`src/rtl/iob_reg_seq_pkg.sv`:
```
// Shared definitions for the register-access sequencer: op codes, FSM states
// and the packed command word layout {op, addr, data, mask, strb}.
package iob_reg_seq_pkg;

   typedef enum logic [1:0] {
      OP_WRITE    = 2'd0,
      OP_READ     = 2'd1,
      OP_POLL     = 2'd2,
      OP_WAIT_IRQ = 2'd3
   } op_e;

   typedef enum logic [2:0] {
      ST_IDLE  = 3'd0,
      ST_ISSUE = 3'd1,
      ST_WAIT  = 3'd2,
      ST_RESP  = 3'd3,
      ST_IRQW  = 3'd4
   } state_e;

   localparam int OP_W = 2;

   // Field offsets of the command word; strobes occupy the least significant bits.
   function automatic int strb_lsb();
      return 0;
   endfunction

   function automatic int mask_lsb(input int data_w);
      return data_w / 8;
   endfunction

   function automatic int data_lsb(input int data_w);
      return data_w / 8 + data_w;
   endfunction

   function automatic int addr_lsb(input int data_w);
      return data_w / 8 + 2 * data_w;
   endfunction

   function automatic int op_lsb(input int addr_w, input int data_w);
      return addr_lsb(data_w) + addr_w;
   endfunction

   function automatic int cmd_w(input int addr_w, input int data_w);
      return OP_W + addr_w + 2 * data_w + data_w / 8;
   endfunction

endpackage

```
`src/rtl/iob_seq_fifo.sv`:
```
// Synchronous command FIFO with first-word-fall-through output.
// full/empty are derived from registered pointers only.
module iob_seq_fifo #(
   parameter int W     = 8,
   parameter int DEPTH = 8
) (
   input  logic         clk_i,
   input  logic         arst_n_i,
   input  logic         push,
   input  logic [W-1:0] din,
   input  logic         pop,
   output logic [W-1:0] dout,
   output logic         full,
   output logic         empty
);

   localparam int AW = $clog2(DEPTH);

   logic [W-1:0] mem_q [DEPTH];
   logic [AW:0]  wr_ptr_q, wr_ptr_d;
   logic [AW:0]  rd_ptr_q, rd_ptr_d;
   logic         do_push, do_pop;

   // Extra pointer bit distinguishes full from empty when the indices match.
   assign full    = (wr_ptr_q[AW] != rd_ptr_q[AW]) && (wr_ptr_q[AW-1:0] == rd_ptr_q[AW-1:0]);
   assign empty   = (wr_ptr_q == rd_ptr_q);
   assign do_push = push & ~full;
   assign do_pop  = pop & ~empty;
   assign dout    = mem_q[rd_ptr_q[AW-1:0]];

   always_comb begin
      wr_ptr_d = wr_ptr_q;
      rd_ptr_d = rd_ptr_q;
      if (do_push) wr_ptr_d = wr_ptr_q + (AW+1)'(1);
      if (do_pop)  rd_ptr_d = rd_ptr_q + (AW+1)'(1);
   end

   always_ff @(posedge clk_i or negedge arst_n_i) begin
      if (!arst_n_i) begin
         wr_ptr_q <= '0;
         rd_ptr_q <= '0;
      end else begin
         wr_ptr_q <= wr_ptr_d;
         rd_ptr_q <= rd_ptr_d;
      end
   end

   always_ff @(posedge clk_i) begin
      if (do_push) mem_q[wr_ptr_q[AW-1:0]] <= din;
   end

endmodule

```
`src/rtl/iob_reg_seq.sv`:
```
// Register-access sequencer: executes queued WRITE/READ/POLL/WAIT_IRQ commands
// as a valid/ready bus master and returns read/poll results on a response stream.
module iob_reg_seq
   import iob_reg_seq_pkg::*;
#(
   parameter int ADDR_W = 12,
   parameter int DATA_W = 32,
   parameter int DEPTH  = 8,
   parameter int POLL_W = 16
) (
   input  logic                clk_i,
   input  logic                arst_n_i,
   input  logic                cmd_valid_i,
   output logic                cmd_ready_o,
   input  logic [1:0]          cmd_op_i,
   input  logic [ADDR_W-1:0]   cmd_addr_i,
   input  logic [DATA_W-1:0]   cmd_data_i,
   input  logic [DATA_W-1:0]   cmd_mask_i,
   input  logic [DATA_W/8-1:0] cmd_strb_i,
   input  logic [POLL_W-1:0]   poll_max_i,
   output logic                rsp_valid_o,
   input  logic                rsp_ready_i,
   output logic [DATA_W-1:0]   rsp_data_o,
   output logic                rsp_err_o,
   output logic                valid_o,
   output logic [ADDR_W-1:0]   address_o,
   output logic [DATA_W-1:0]   wdata_o,
   output logic [DATA_W/8-1:0] wstrb_o,
   input  logic                ready_i,
   input  logic [DATA_W-1:0]   rdata_i,
   input  logic                irq_i,
   output logic                busy_o
);

   localparam int STRB_W    = DATA_W / 8;
   localparam int CMD_W     = cmd_w(ADDR_W, DATA_W);
   localparam int STRB_LSB  = strb_lsb();
   localparam int MASK_LSB  = mask_lsb(DATA_W);
   localparam int DATA_LSB  = data_lsb(DATA_W);
   localparam int ADDR_LSB  = addr_lsb(DATA_W);
   localparam int OP_LSB    = op_lsb(ADDR_W, DATA_W);

   function automatic logic [POLL_W-1:0] sat_inc(input logic [POLL_W-1:0] v);
      return (&v) ? v : v + POLL_W'(1);
   endfunction

   function automatic logic [POLL_W-1:0] limit_of(input logic [POLL_W-1:0] m);
      return (m == '0) ? POLL_W'(1) : m;
   endfunction

   logic [CMD_W-1:0]  fifo_din, fifo_dout;
   logic              fifo_push, fifo_pop, fifo_full, fifo_empty;
   op_e               fifo_op;

   state_e            state_q, state_d;
   op_e               op_q, op_d;
   logic [ADDR_W-1:0] addr_q, addr_d;
   logic [DATA_W-1:0] data_q, data_d;
   logic [DATA_W-1:0] mask_q, mask_d;
   logic [STRB_W-1:0] strb_q, strb_d;
   logic [POLL_W-1:0] cnt_q, cnt_d;
   logic [POLL_W-1:0] lim_q, lim_d;
   logic [DATA_W-1:0] rsp_data_q, rsp_data_d;
   logic              rsp_err_q, rsp_err_d;
   logic [POLL_W-1:0] cnt_inc;
   logic              poll_hit;

   assign fifo_din  = {cmd_op_i, cmd_addr_i, cmd_data_i, cmd_mask_i, cmd_strb_i};
   assign fifo_push = cmd_valid_i & ~fifo_full;
   assign fifo_op   = op_e'(fifo_dout[OP_LSB +: OP_W]);

   iob_seq_fifo #(
      .W     (CMD_W),
      .DEPTH (DEPTH)
   ) u_fifo (
      .clk_i    (clk_i),
      .arst_n_i (arst_n_i),
      .push     (fifo_push),
      .din      (fifo_din),
      .pop      (fifo_pop),
      .dout     (fifo_dout),
      .full     (fifo_full),
      .empty    (fifo_empty)
   );

   always_comb begin
      state_d    = state_q;
      op_d       = op_q;
      addr_d     = addr_q;
      data_d     = data_q;
      mask_d     = mask_q;
      strb_d     = strb_q;
      cnt_d      = cnt_q;
      lim_d      = lim_q;
      rsp_data_d = rsp_data_q;
      rsp_err_d  = rsp_err_q;
      fifo_pop   = 1'b0;
      cnt_inc    = sat_inc(cnt_q);
      poll_hit   = ((rdata_i & mask_q) == (data_q & mask_q));

      unique case (state_q)
         ST_IDLE: begin
            if (!fifo_empty) begin
               fifo_pop = 1'b1;
               op_d     = fifo_op;
               addr_d   = fifo_dout[ADDR_LSB +: ADDR_W];
               data_d   = fifo_dout[DATA_LSB +: DATA_W];
               mask_d   = fifo_dout[MASK_LSB +: DATA_W];
               strb_d   = fifo_dout[STRB_LSB +: STRB_W];
               cnt_d    = '0;
               lim_d    = limit_of(poll_max_i);
               state_d  = (fifo_op == OP_WAIT_IRQ) ? ST_IRQW : ST_ISSUE;
            end
         end
         // A zero-wait slave completes in ISSUE; otherwise the same completion runs in WAIT.
         ST_ISSUE, ST_WAIT: begin
            if (ready_i) begin
               case (op_q)
                  OP_READ: begin
                     rsp_data_d = rdata_i;
                     rsp_err_d  = 1'b0;
                     state_d    = ST_RESP;
                  end
                  OP_POLL: begin
                     rsp_data_d = rdata_i;
                     if (poll_hit) begin
                        rsp_err_d = 1'b0;
                        state_d   = ST_RESP;
                     end else if (cnt_inc == lim_q) begin
                        rsp_err_d = 1'b1;
                        state_d   = ST_RESP;
                     end else begin
                        cnt_d   = cnt_inc;
                        state_d = ST_ISSUE;
                     end
                  end
                  default: state_d = ST_IDLE;
               endcase
            end else begin
               state_d = ST_WAIT;
            end
         end
         ST_RESP: begin
            if (rsp_ready_i) state_d = ST_IDLE;
         end
         ST_IRQW: begin
            if (irq_i) begin
               rsp_data_d = '0;
               rsp_err_d  = 1'b0;
               state_d    = ST_RESP;
            end else if (cnt_inc == lim_q) begin
               rsp_data_d = '0;
               rsp_err_d  = 1'b1;
               state_d    = ST_RESP;
            end else begin
               cnt_d = cnt_inc;
            end
         end
         default: state_d = ST_IDLE;
      endcase
   end

   always_ff @(posedge clk_i or negedge arst_n_i) begin
      if (!arst_n_i) begin
         state_q    <= ST_IDLE;
         op_q       <= OP_WRITE;
         addr_q     <= '0;
         data_q     <= '0;
         mask_q     <= '0;
         strb_q     <= '0;
         cnt_q      <= '0;
         lim_q      <= '0;
         rsp_data_q <= '0;
         rsp_err_q  <= 1'b0;
      end else begin
         state_q    <= state_d;
         op_q       <= op_d;
         addr_q     <= addr_d;
         data_q     <= data_d;
         mask_q     <= mask_d;
         strb_q     <= strb_d;
         cnt_q      <= cnt_d;
         lim_q      <= lim_d;
         rsp_data_q <= rsp_data_d;
         rsp_err_q  <= rsp_err_d;
      end
   end

   assign cmd_ready_o = ~fifo_full;
   assign valid_o     = (state_q == ST_ISSUE);
   assign address_o   = addr_q;
   assign wdata_o     = data_q;
   assign wstrb_o     = (state_q == ST_ISSUE && op_q == OP_WRITE) ? strb_q : '0;
   assign rsp_valid_o = (state_q == ST_RESP);
   assign rsp_data_o  = rsp_data_q;
   assign rsp_err_o   = rsp_err_q;
   assign busy_o      = ~fifo_empty | (state_q != ST_IDLE);

endmodule

```
`config.mk`:
```
export PLATFORM = sky130hd
export DESIGN_NAME = iob_reg_seq
export DESIGN_NICKNAME = d
export VERILOG_FILES = /design/src/rtl/iob_reg_seq_pkg.sv /design/src/rtl/iob_seq_fifo.sv /design/src/rtl/iob_reg_seq.sv
export SDC_FILE = /design/constraint.sdc
export NUM_CORES = 1
export LEC_CHECK = 0
export CAP_MARGIN = 20
export CORE_MARGIN = 10
export CORE_UTILIZATION = 30
export DETAILED_ROUTE_END_ITERATION = 10
export PLACE_DENSITY = 0.56
export SYNTH_ARGS = -nofsm -noshare
export SYNTH_HDL_FRONTEND = slang
export SYNTH_SLANG_ARGS = --single-unit
```
`constraint.sdc`:
```
create_clock -name clk_i -period 14.4 [get_ports clk_i]
set_clock_uncertainty 0.05 [all_clocks]
set_input_delay 2.88 -clock clk_i [delete_from_list [all_inputs] [get_ports clk_i]]
set_output_delay 2.88 -clock clk_i [all_outputs]
set_load 0.02 [all_outputs]
```
* Word-level counts from Yosys, hierarchy flattened *
Memories as Yosys holds them, arrays and structs flattened.
Index checks and enable logic that the tools add are counted.

operators by class
  add/sub/neg operators = 3
  eq/ne operators = 21
  multiplexer cells = 35
  bitwise logic cells = 8
  reduce and logical (&&, ||, !) cells = 16

operators by type and width
  operator                                                                  count
  16-bit 2-to-1 mux                                                         8
  32-bit 2-to-1 mux                                                         4
  32-bit bitwise AND                                                        2
  32-bit case mux with 2 select lines                                       1
  16-bit case mux with 3 select lines                                       1
  32-bit equality test                                                      1
  3-bit 2-to-1 mux                                                          6
  16-bit by 1-bit adder with 16-bit output (second input constant)          1
  16-bit equality test                                                      1
  16-bit zero test                                                          1
  16-bit AND reduction                                                      1
  3-bit case mux with 4 select lines                                        1
  2-bit inequality test (second input constant)                             5
  4-bit by 1-bit adder with 4-bit output (second input constant)            2
  1-bit 2-to-1 mux                                                          8
  3-bit by 2-bit equality test with 1-bit output (second input constant)    2
  3-bit AND reduction                                                       2
  6-bit AND reduction                                                       1
  3-bit nonzero test                                                        2
  2-bit equality test (second input constant)                               2
  4-bit equality test                                                       1
  2-bit 2-to-1 mux                                                          2
  4-bit 2-to-1 mux                                                          1
  2-bit by 1-bit inequality test with 1-bit output (second input constant)  2
  19 further kinds                                                          25

word-level totals
  flip-flop bits (word level) = 158
  memory bits (writable) = 656
  output and inout bits = 85
  memories kept = 1

memory list
  name          words  bits a word  read ports  clocked after Yosys merged registers in  write ports  RTL line            text
  u_fifo.mem_q  8      82           1           0                                        1            iob_seq_fifo.sv:19  logic [W-1:0] mem_q [DEPTH];

* Depth between registers and ports, before layout *
Gate-level depths: netlist of the first run.

  depth in word-level cells = 8
  gate-level depth with buffers = 12
  mapped depth without buffers = 10

* By module *
From an unflattened synthesis of the first run, not the netlist that was laid out.

second synthesis, totals
  cells, all modules = 1,796
  area total of the unflattened synthesis = 32,486.2 µm²

by module, submodules not included
  module        instances  cells each  area an instance (µm²)  sequential area each (µm²)
  iob_seq_fifo  1          1,006       25,238.0                19,899.1
  iob_reg_seq   1          790         7,248.2                 3,753.6

* Least setup slack after synthesis of the first run *
No wires, ideal clock.

  kind = input to register
  start point = in cmd_valid_i
  end point = mem u_fifo.mem_q[1][0] in the netlist's numbering, enable pin
  setup time = 0.754 ns
  arrival time = 11.435 ns
  data required time = 13.596 ns
  path slack = 2.161 ns
  cell stages on the path = 2
  path buffers = 0
  cell sequence = nand2_1 > nor4b_1

on the way
  cells in the longest elaborated chain, start to end = 4

ends and longest elaborated chain
  item                                    RTL line            text
  start: declaration                      iob_reg_seq.sv:13   input logic cmd_valid_i,
  1-bit bitwise AND                       iob_reg_seq.sv:69   assign fifo_push = cmd_valid_i & ~fifo_full;
  1-bit bitwise AND                       iob_seq_fifo.sv:27  assign do_push = push & ~full;
  1-bit 2-to-1 mux                        iob_seq_fifo.sv:49  if (do_push) mem_q[wr_ptr_q[AW-1:0]] <= din;
  1-bit 2-to-1 mux (not written as such)  iob_seq_fifo.sv:49
  end: declaration                        iob_seq_fifo.sv:19

Every way passes these cells.

* Worst setup path in the final report of the first run *
  start point = reg u_fifo.rd_ptr_q[2]
  end point = out busy_o

on the way
  cells in the longest elaborated chain, start to end = 3

ends and longest elaborated chain
  item                             RTL line            text
  start: declaration               iob_seq_fifo.sv:21  logic [AW:0] rd_ptr_q, rd_ptr_d;
  start signal: assignment         iob_seq_fifo.sv:44  rd_ptr_q <= rd_ptr_d;
  4-bit equality test              iob_seq_fifo.sv:26  assign empty = (wr_ptr_q == rd_ptr_q);
  1-bit inverter (no source line)  --
  1-bit OR                         iob_reg_seq.sv:197  assign busy_o = ~fifo_empty | (state_q != ST_IDLE);
  end: declaration                 iob_reg_seq.sv:32   output logic busy_o

Every way passes these cells.

==> flow_summary.toml, run 1 <==
[power]
power.switching_mw = 2.699
p_comb_frac = 0.305
clockPowerShare = 0.276
cellLeakagePower_nw = 13.24
p_int_mw = 5.488
power_density_mw_per_mm2 = 210.6
irDropWorstVdd_mv = 0.1395
p_seq_frac = 0.419
switching_share = 0.3297

[layout]
final_common_cell = "edfxtp_1"
layout_common_cells = "edfxtp_1, clkdlybuf4s50_1, mux4_2, dfrtp_1, nand2_1"
drive_above_1_share = 0.1824
finalCoreUtilization = 0.3677
area_growth_pct = 21.12
fillCellCount = 9774
ff_latch_area_mm2 = 0.02366
multiInputGateArea_mm2 = 0.008035
final_cell_area_mm2 = 0.03887
final_nets = 2096

[floorplan]
dieArea_mm2 = 0.1204
row_count = 119
pin_count = 221
core_area_mm2 = 0.1057
initial_core_util = 0.3036
die_h_um = 347.1
chipWidth_um = 347.1

[grt]
grt_pass1_vias = 17405
grt_max_degree = 86
antenna_found_initial = 24
grt_usage = 0.1408
grt_pass1_wl_um = 125700
overflow = 0

[synth]
synth-seq-cells = 814
yosys_warnings = 0
synth_ff_type = "edfxtp_1"
synth_edf_count = 656
async_flop_share = 0.1941
syn_nets = 1854
avgSynthCellArea_um2 = 18.74
synthCells = 1712
netlist_area_mm2 = 0.03209
synth_cell_types = 62
ys_seq_area_frac = 0.7371

[sta]
final.min_clock_period_ps = 6122
hold_violations = 0
slew_violations = 0
tightest_slew_ps = 1028
finalCritPeriodShare = 0.4251
rsz0062_at_grt = "no"
finalSetupViolCount = 0
setup_tns_ps = 0
setup_ws_ps = 8278
slew_headroom = 0.3149
fmax_ghz = 0.1634

[critical_path]
cp-end-kind = "primary output"
cp_max_fo = 48
worst_ep_arrival_time_ps = 3190
worstSetupPathType = "reg2out"
setup.worst_path.start_class = "flip-flop"
cp.required_ps = 11470

[run_status]
outcome = "finished, final reports clean"

[placed_design]
place_area_mm2 = 0.03593
preCtsSetupSlack_ps = 8211
dp_hpwl_um = 55060
io_buffer_count = 220
gp_congestion = 0.8311

[clock_network]
cts.clk_slew.worst_paths_ps = 60
cts_hold_buf = 0
ctsHtreeMaxLevel = 3
cts_sinks = 814
cts_tree = "built"
clk_latency_ps = 650
post_cts_buffers = 0
cts_root_buffer = "clkbuf_16"
post_cts_resized = 0
cts_buffer_depth = 3
cts_inserted_buffers = 89

[worst_hold_path]
min_path_type = "reg2reg"

[flow_run]
max-cap-violations = 0

[drt]
routed_wl_um = 86540
antenna_left = 0
drt_iter0_markers = 1246
wl_per_cell_um = 25.27
drt-pass1-iter-count = 5
vias = 16873
drc_errors = 0
via_per_inst = 4.928
-- Yosys cell counts (6+ instances only) --
library cell / number / area [um^2]
edfxtp_1: 656 / 19700
mux4_2: 164 / 3694
dfrtp_1: 158 / 3954
nand2_1: 121 / 454.2
o21ai_0: 94 / 470.5
mux2i_1: 87 / 870.8
clkbuf_1: 56 / 210.2
xor2_1: 49 / 429.2
a22o_1: 32 / 280.3
buf_2: 22 / 110.1
buf_1: 20 / 75.07
nand4_1: 19 / 118.9
nor2_1: 17 / 63.81
a22oi_1: 16 / 120.1
mux2_2: 16 / 180.2
nand3_1: 16 / 80.08
xnor2_1: 14 / 122.6
and3_1: 13 / 81.33
nor3_1: 12 / 60.06
nor4_1: 11 / 68.82
a21oi_1: 9 / 45.04
nand2b_1: 9 / 56.30
o211ai_1: 9 / 67.56
inv_1: 8 / 30.03
ha_1: 6 / 75.07
o31ai_1: 6 / 45.04
-- registers in the layout, summed over array words and instances, names as in the netlist --
register,count
u_fifo.mem_q,656
mask_q,32
rsp_data_o,32
wdata_o,32
cnt_q,16
lim_q,16
address_o,12
strb_q,4
u_fifo.rd_ptr_q,4
u_fifo.wr_ptr_q,4
state_q,3
op_q,2
rsp_err_o,1
-- path summary, 6_finish.rpt --
| path | end | cells after the start | slack (ps) | startpoint |
|---|---|---|---|---|
| max in group asynchronous | wdata_o[2]$_DFFE_PN0P_ | 3 | 10280 | arst_n_i |
| worst min register to register | address_o[6]$_DFFE_PN0P_ | 2 | 430 | address_o[6]$_DFFE_PN0P_ |
| worst min-delay path | address_o[6]$_DFFE_PN0P_ | 2 | 430 | address_o[6]$_DFFE_PN0P_ |
| worst max register to register | u_fifo.rd_ptr_q[1]$_DFFE_PN0P_ | 6 | 10010 | u_fifo.rd_ptr_q[2]$_DFFE_PN0P_ |
| worst max-delay path | busy_o | 4 | 8280 | u_fifo.rd_ptr_q[2]$_DFFE_PN0P_ |
| min in group asynchronous | rsp_data_o[31]$_DFFE_PN0P_ | 1 | 2250 | arst_n_i |
-- routing by layer --
metal,part of all wire,track usage,vias up
li1,-,-,7357
met5,0.0017,0,-
met2,0.46,0.2191,545
met3,0.086,0.04419,131
met4,0.022,0.03778,22
met1,0.43,0.1891,8818
-- area by class of cell --
| type | count | share of cell area |
|---|---|---|
| antenna | 4 | 0.0002575 |
| tap | 1391 | 0.04478 |
| clock buffer | 124 | 0.06307 |
| multi-input combinational | 787 | 0.2067 |
| inverter | 8 | 0.0007726 |
| clock inverter | 42 | 0.01227 |
| sequential | 814 | 0.6089 |
| timing repair buffer | 254 | 0.06326 |
-- cell families after synthesis --
group,after synthesis,share of synthesized area
flops,814,0.7371
xor+xnor,63,0.01720
mux,268,0.1482
fa+ha+maj,7,0.002651
simple gates,257,0.04156
compound gates,192,0.03887
buf+inv,111,0.01443
-- worst max-delay path, stage by stage, from the launching register on --
cell             delay [ps]
dfrtp_4                1030
xor2_1                  180
nor4_1                  490
nand2_1                 190
clkdlybuf4s50_1         630
-- metrics by stage --
| step | power, mW | hold slack [ps] | std cells |
|---|---|---|---|
| final | 8.187 | 427.6 | 3424 |
| after global routing | 8.624 | 447.1 | 3422 |
| after CTS | 8.321 | 436.4 | 3420 |
| after detailed placement | 6.042 | 422.7 | 3254 |
| after global placement | 5.991 | 419.7 | 3253 |
| after floorplan | 5.024 | 392.3 | 1712 |
-- power by group through the flow --
stage	clock network [mW]	registers [mW]	logic [mW]
3_3_place_gp	0	3.47	2.52
6_report	2.26	3.43	2.50
2_1_floorplan	0	3.42	1.60
5_1_grt	2.42	3.48	2.72
3_5_place_dp	0	3.49	2.55
4_1_cts	2.32	3.45	2.56
No activity file was read; power rests on OpenSTA's default activity.
==> run 2: changes to the inputs <==
--- a/config.mk
+++ b/config.mk
@@ -9,7 +9,7 @@
 export CORE_MARGIN = 10
 export CORE_UTILIZATION = 30
 export DETAILED_ROUTE_END_ITERATION = 10
-export PLACE_DENSITY = 0.56
+export PLACE_DENSITY = 0.58
 export SYNTH_ARGS = -nofsm -noshare
 export SYNTH_HDL_FRONTEND = slang
 export SYNTH_SLANG_ARGS = --single-unit
==> constraint.sdc (replaced) <==
create_clock -name clk_i -period 5.4 [get_ports clk_i]
set_clock_uncertainty 0.05 [all_clocks]
set_input_delay 1.08 -clock clk_i [delete_from_list [all_inputs] [get_ports clk_i]]
set_output_delay 1.08 -clock clk_i [all_outputs]
set_load 0.02 [all_outputs]
==> flow_summary.toml, run 2 (same netlist as run 1, synthesis figures left out) <==
[critical_path]
worstSetupPathType = "reg2out"
cp_max_fo = 35
setup.worst_path.start_class = "flip-flop"
cpMaxStageDelayCell = "dfrtp_4"
path_delay_family = "simple AND/OR/NAND/NOR gates"
critical_path_buf_inv_count = 1
worst_ep_arrival_time_ps = 2980
cp_cell_sequence = "xor2_1 > nor4_1 > nand2_1 > clkdlybuf4s50_1"
slowest_delay_ps = 690
cp.required_ps = 4270
cp-end-kind = "primary output"

[sta]
tightest_slew_ps = 1139
final.min_clock_period_ps = 4110
finalSetupViolCount = 0
slew_headroom = 0.2404
slew_violations = 0
rsz0062_at_grt = "no"
holdWs_ps = 427.2
finalCritPeriodShare = 0.7612
fmax_ghz = 0.2433
hold_violations = 0

[clock_network]
cts_inserted_buffers = 89
cts.clk_slew.worst_paths_ps = 60
cts_sinks = 814
post_cts_resized = 0
ctsHtreeMaxLevel = 3
cts_hold_buf = 0
clk_latency_ps = 650
cts_tree = "built"
cts_root_buffer = "clkbuf_16"
post_cts_buffers = 0
cts_buffer_depth = 3

[grt]
grt_pass1_wl_um = 127200
grt_max_degree = 149
grt_usage = 0.1428
grt_pass1_vias = 17631
overflow = 0
antenna_found_initial = 25

[drt]
drt-pass1-iter-count = 5
drc_errors = 0
drt_iter0_markers = 1538
vias = 16868
routed_wl_um = 87370
antenna_left = 0
wl_per_cell_um = 25.53
via_per_inst = 4.928

[placed_design]
dp_cells = 3254
place_area_mm2 = 0.03613
dp_hpwl_um = 54300
gp_congestion = 0.7932
io_buffer_count = 220

[layout]
fin_cells = 3423
largest_register_ffs = 656
multiInputGateArea_mm2 = 0.008053
ff_latch_area_mm2 = 0.02366
layout_common_cells = "edfxtp_1, clkdlybuf4s50_1, mux4_2, dfrtp_1, nand2_1"
final_common_cell = "edfxtp_1"
area_growth_pct = 21.61
fillCellCount = 9732
final_nets = 2096
drive_above_1_share = 0.1828
final_cell_area_mm2 = 0.03902

[floorplan]
pin_count = 221
dieArea_mm2 = 0.1204
die_h_um = 347.1
chipWidth_um = 347.1
core_area_mm2 = 0.1057
row_count = 119
initial_core_util = 0.3036

[power]
cellLeakagePower_nw = 13.29
power_density_mw_per_mm2 = 561.9
irDropWorstVdd_mv = 0.4196
total_power_mw = 21.93

[flow_run]
max-cap-violations = 0

[run_status]
outcome = "finished, final reports clean"

[worst_hold_path]
min_path_type = "reg2reg"
==> run 2: cell type report <==
type,instances,share of cell area
inverters,8,0.0007695
flip-flops and latches,814,0.6064
clock inverters,28,0.007438
diodes,3,0.0001924
clock buffers,138,0.06646
well taps,1391,0.04460
repair buffers,254,0.06781
multi-input cells,787,0.2063
==> run 2: per-stage QoR <==
step / util / setup WS (ps) / TNS (ps)
floorplan: - / -2705 / -1139850
global placement: 0.3418 / 179.8 / 0
detailed placement: 0.3418 / 821.2 / 0
CTS: 0.3691 / 1242 / 0
global route: 0.3691 / 1098 / 0
finish: 0.3692 / 1290 / 0
==> run 2: power breakdown <==
group          leakage [nW]  total (mW)  internal (mW)  switching, mW
clock                  1.41        5.96           3.55           2.41
combinational          3.95        6.97           3.01           3.96
sequential             7.93        9.00           8.16          0.837
total                  13.3        21.9           14.7           7.21
==> run 2: metal layers <==
metal | global-route usage | wire length, um | vias to the layer above
met5 | 0 | 218 | -
met4 | 0.03621 | 1951 | 32
met3 | 0.05654 | 8116 | 165
met2 | 0.2222 | 40110 | 526
met1 | 0.1852 | 36980 | 8775
li1 | - | - | 7370
==> run 2: worst paths after layout <==
check                                                    start                         to  slack (ps)  cells past startpoint
worst max-delay path            u_fifo.rd_ptr_q[1]$_DFFE_PN0P_                     busy_o        1290                      4
worst min register to register           strb_q[2]$_DFFE_PN0P_      strb_q[2]$_DFFE_PN0P_         430                      2
max in group asynchronous                             arst_n_i    wdata_o[10]$_DFFE_PN0P_        3850                      2
min in group asynchronous                             arst_n_i   address_o[1]$_DFFE_PN0P_         440                      1
worst max register to register            cnt_q[0]$_DFFE_PN0P_  rsp_data_o[2]$_DFFE_PN0P_        1590                     10
worst min-delay path                     strb_q[2]$_DFFE_PN0P_      strb_q[2]$_DFFE_PN0P_         430                      2
==> run 2: tightest hold or removal path: stages (launching register included) <==
cell and delay [ps]:
dfrtp_1 330, nand2_1 50, o21ai_0 60
==> run 3: changes to the inputs <==
==> constraint.sdc (replaced) <==
create_clock -name clk_i -period 3.34 [get_ports clk_i]
set_clock_uncertainty 0.05 [all_clocks]
set_input_delay 0.668 -clock clk_i [delete_from_list [all_inputs] [get_ports clk_i]]
set_output_delay 0.668 -clock clk_i [all_outputs]
set_load 0.02 [all_outputs]
==> flow_summary.toml, run 3 (same netlist as run 1, synthesis figures left out) <==
[run_status]
outcome = "finished, final reports clean"

[sta]
final.min_clock_period_ps = 3186
hold_violations = 0
fmax_ghz = 0.3139
finalSetupViolCount = 0
finalCritPeriodShare = 0.9538
slew_violations = 0
rsz0062_at_grt = "no"
tightest_slew_ps = 1072
slew_headroom = 0.2851

[floorplan]
dieArea_mm2 = 0.1204
initial_core_util = 0.3036
core_area_mm2 = 0.1057
chipWidth_um = 347.1
row_count = 119
pin_count = 221
die_h_um = 347.1

[drt]
wl_per_cell_um = 25.00
via_per_inst = 4.941
drt-pass1-iter-count = 5
antenna_left = 0
drc_errors = 0
drt_iter0_markers = 1496
routed_wl_um = 86990
vias = 17194

[flow_run]
max-cap-violations = 0

[clock_network]
cts_sinks = 814
clk_latency_ps = 660
ctsHtreeMaxLevel = 3
cts.clk_slew.worst_paths_ps = 60
cts_root_buffer = "clkbuf_16"
cts_tree = "built"
cts_inserted_buffers = 88
post_cts_buffers = 0
cts_buffer_depth = 3

[critical_path]
worst_ep_arrival_time_ps = 2470
setup.worst_path.start_class = "flip-flop"
cp.required_ps = 2620
cp_cell_sequence = "nor3b_1 > buf_4 > and3_1 > clkdlybuf4s50_1"
cp-end-kind = "primary output"
slowest_delay_ps = 650
cp_max_fo = 11
worstSetupPathType = "reg2out"
cpMaxStageDelayCell = "clkdlybuf4s50_1"

[power]
total_power_mw = 35.95
p_seq_frac = 0.398
power.switching_mw = 11.80
clockPowerShare = 0.268
cellLeakagePower_nw = 13.62
p_comb_frac = 0.334
switching_share = 0.3282
irDropWorstVdd_mv = 1.025
power_density_mw_per_mm2 = 906.0
p_int_mw = 24.15

[grt]
grt_max_degree = 149
overflow = 0
antenna_found_initial = 28
grt_pass1_wl_um = 126900
grt_pass1_vias = 17737
grt_usage = 0.1419

[worst_hold_path]
min_path_type = "in2async"

[layout]
drive_above_1_share = 0.2069
area_growth_pct = 23.66
final_nets = 2149
layout_common_cells = "edfxtp_1, clkdlybuf4s50_1, mux4_2, dfrtp_1, nand2_1"
finalCoreUtilization = 0.3754
final_common_cell = "edfxtp_1"
largest_register_ffs = 656

[placed_design]
gp_congestion = 0.8395
io_buffer_count = 220
dp_hpwl_um = 54540
==> run 3: cell count changes in the layout (fill, tap and decap cells not counted), moves of 3 or more <==
| cell | previous run | this run |
|---|---|---|
| clkinv_2 | 11 | 14 |
| buf_12 | 15 | 30 |
| clkinv_1 | 3 | 10 |
| clkbuf_1 | 33 | 27 |
| buf_4 | 18 | 58 |
| clkinv_8 | 0 | 4 |
| nand2_1 | 121 | 118 |
| nor3_4 | 1 | 4 |
| clkbuf_8 | 15 | 6 |
| nor3_2 | 7 | 4 |
| diode_2 | 3 | 6 |
==> run 3: cell type report <==
| cell class | instances | area (um^2) |
|---|---|---|
| clock buffers | 123 | 2447 |
| inverters | 8 | 30.03 |
| flip-flops and latches | 814 | 23670 |
| multi-input cells | 787 | 8104 |
| fillers | 9677 | 66030 |
| well taps | 1391 | 1740 |
| clock inverters | 43 | 437.9 |
| repair buffers | 308 | 3241 |
| diodes | 6 | 15.01 |
==> run 3: layer usage <==
| metal | vias up | global-route usage | wire length [um] |
|---|---|---|---|
| li1 | 7488 | - | - |
| met1 | 9014 | 0.1951 | 38540 |
| met2 | 524 | 0.2178 | 39800 |
| met3 | 136 | 0.04056 | 6636 |
| met4 | 32 | 0.03953 | 1819 |
| met5 | - | 0 | 199 |
==> run 3: power groups by stage <==
stage / logic, mW / clock network, mW / registers (mW)
3_5_place_dp: 12.2 / 0 / 14.5
4_1_cts: 12.2 / 9.90 / 14.3
6_report: 12.0 / 9.63 / 14.3
3_3_place_gp: 12.1 / 0 / 14.4
2_1_floorplan: 7.05 / 0 / 14.5
5_1_grt: 13.0 / 10.3 / 14.5
==> run 3: worst paths after layout <==
path,start,endpoint,slack (ps),depth (start not counted)
worst max register to register,cnt_q[0]$_DFFE_PN0P_,cnt_q[8]$_DFFE_PN0P_,270,11
worst max-delay path,state_q[2]$_DFFE_PN0P_,wstrb_o[3],150,4
worst min register to register,address_o[4]$_DFFE_PN0P_,address_o[4]$_DFFE_PN0P_,430,2
worst min-delay path,arst_n_i,rsp_data_o[18]$_DFFE_PN0P_,70,1
min in group clk_i,address_o[4]$_DFFE_PN0P_,address_o[4]$_DFFE_PN0P_,430,2
max in group asynchronous,arst_n_i,wdata_o[4]$_DFFE_PN0P_,2290,2
==> run 3: per-stage QoR <==
step / hold slack (ps) / worst slack (ps) / TNS (ps) / std cells / area, um^2
after detailed placement: 415.7 / -129.8 / -807.3 / 3308 / 36770
after floorplan: 322.4 / -932.2 / -376250 / 1712 / 32220
final: 65.94 / 154.4 / 0 / 3480 / 39680
after CTS: 72.33 / 39.86 / 0 / 3474 / 39660
after global placement: 403.9 / -162.9 / -1033 / 3308 / 36770
after global routing: 112.8 / 31.49 / 0 / 3477 / 39670
==> run 3: critical path, delay by kind of cell, from the launching register on <==
family	cells	cell delay [ps]
AND/OR/NAND/NOR	2	480
flip-flops	1	480
buffers and inverters	2	850
==> run 3: timing repair <==
action	in CTS	in global routing
resized for setup	2	3
endpoints found under the setup margin	1	21
hold buffers	0	0
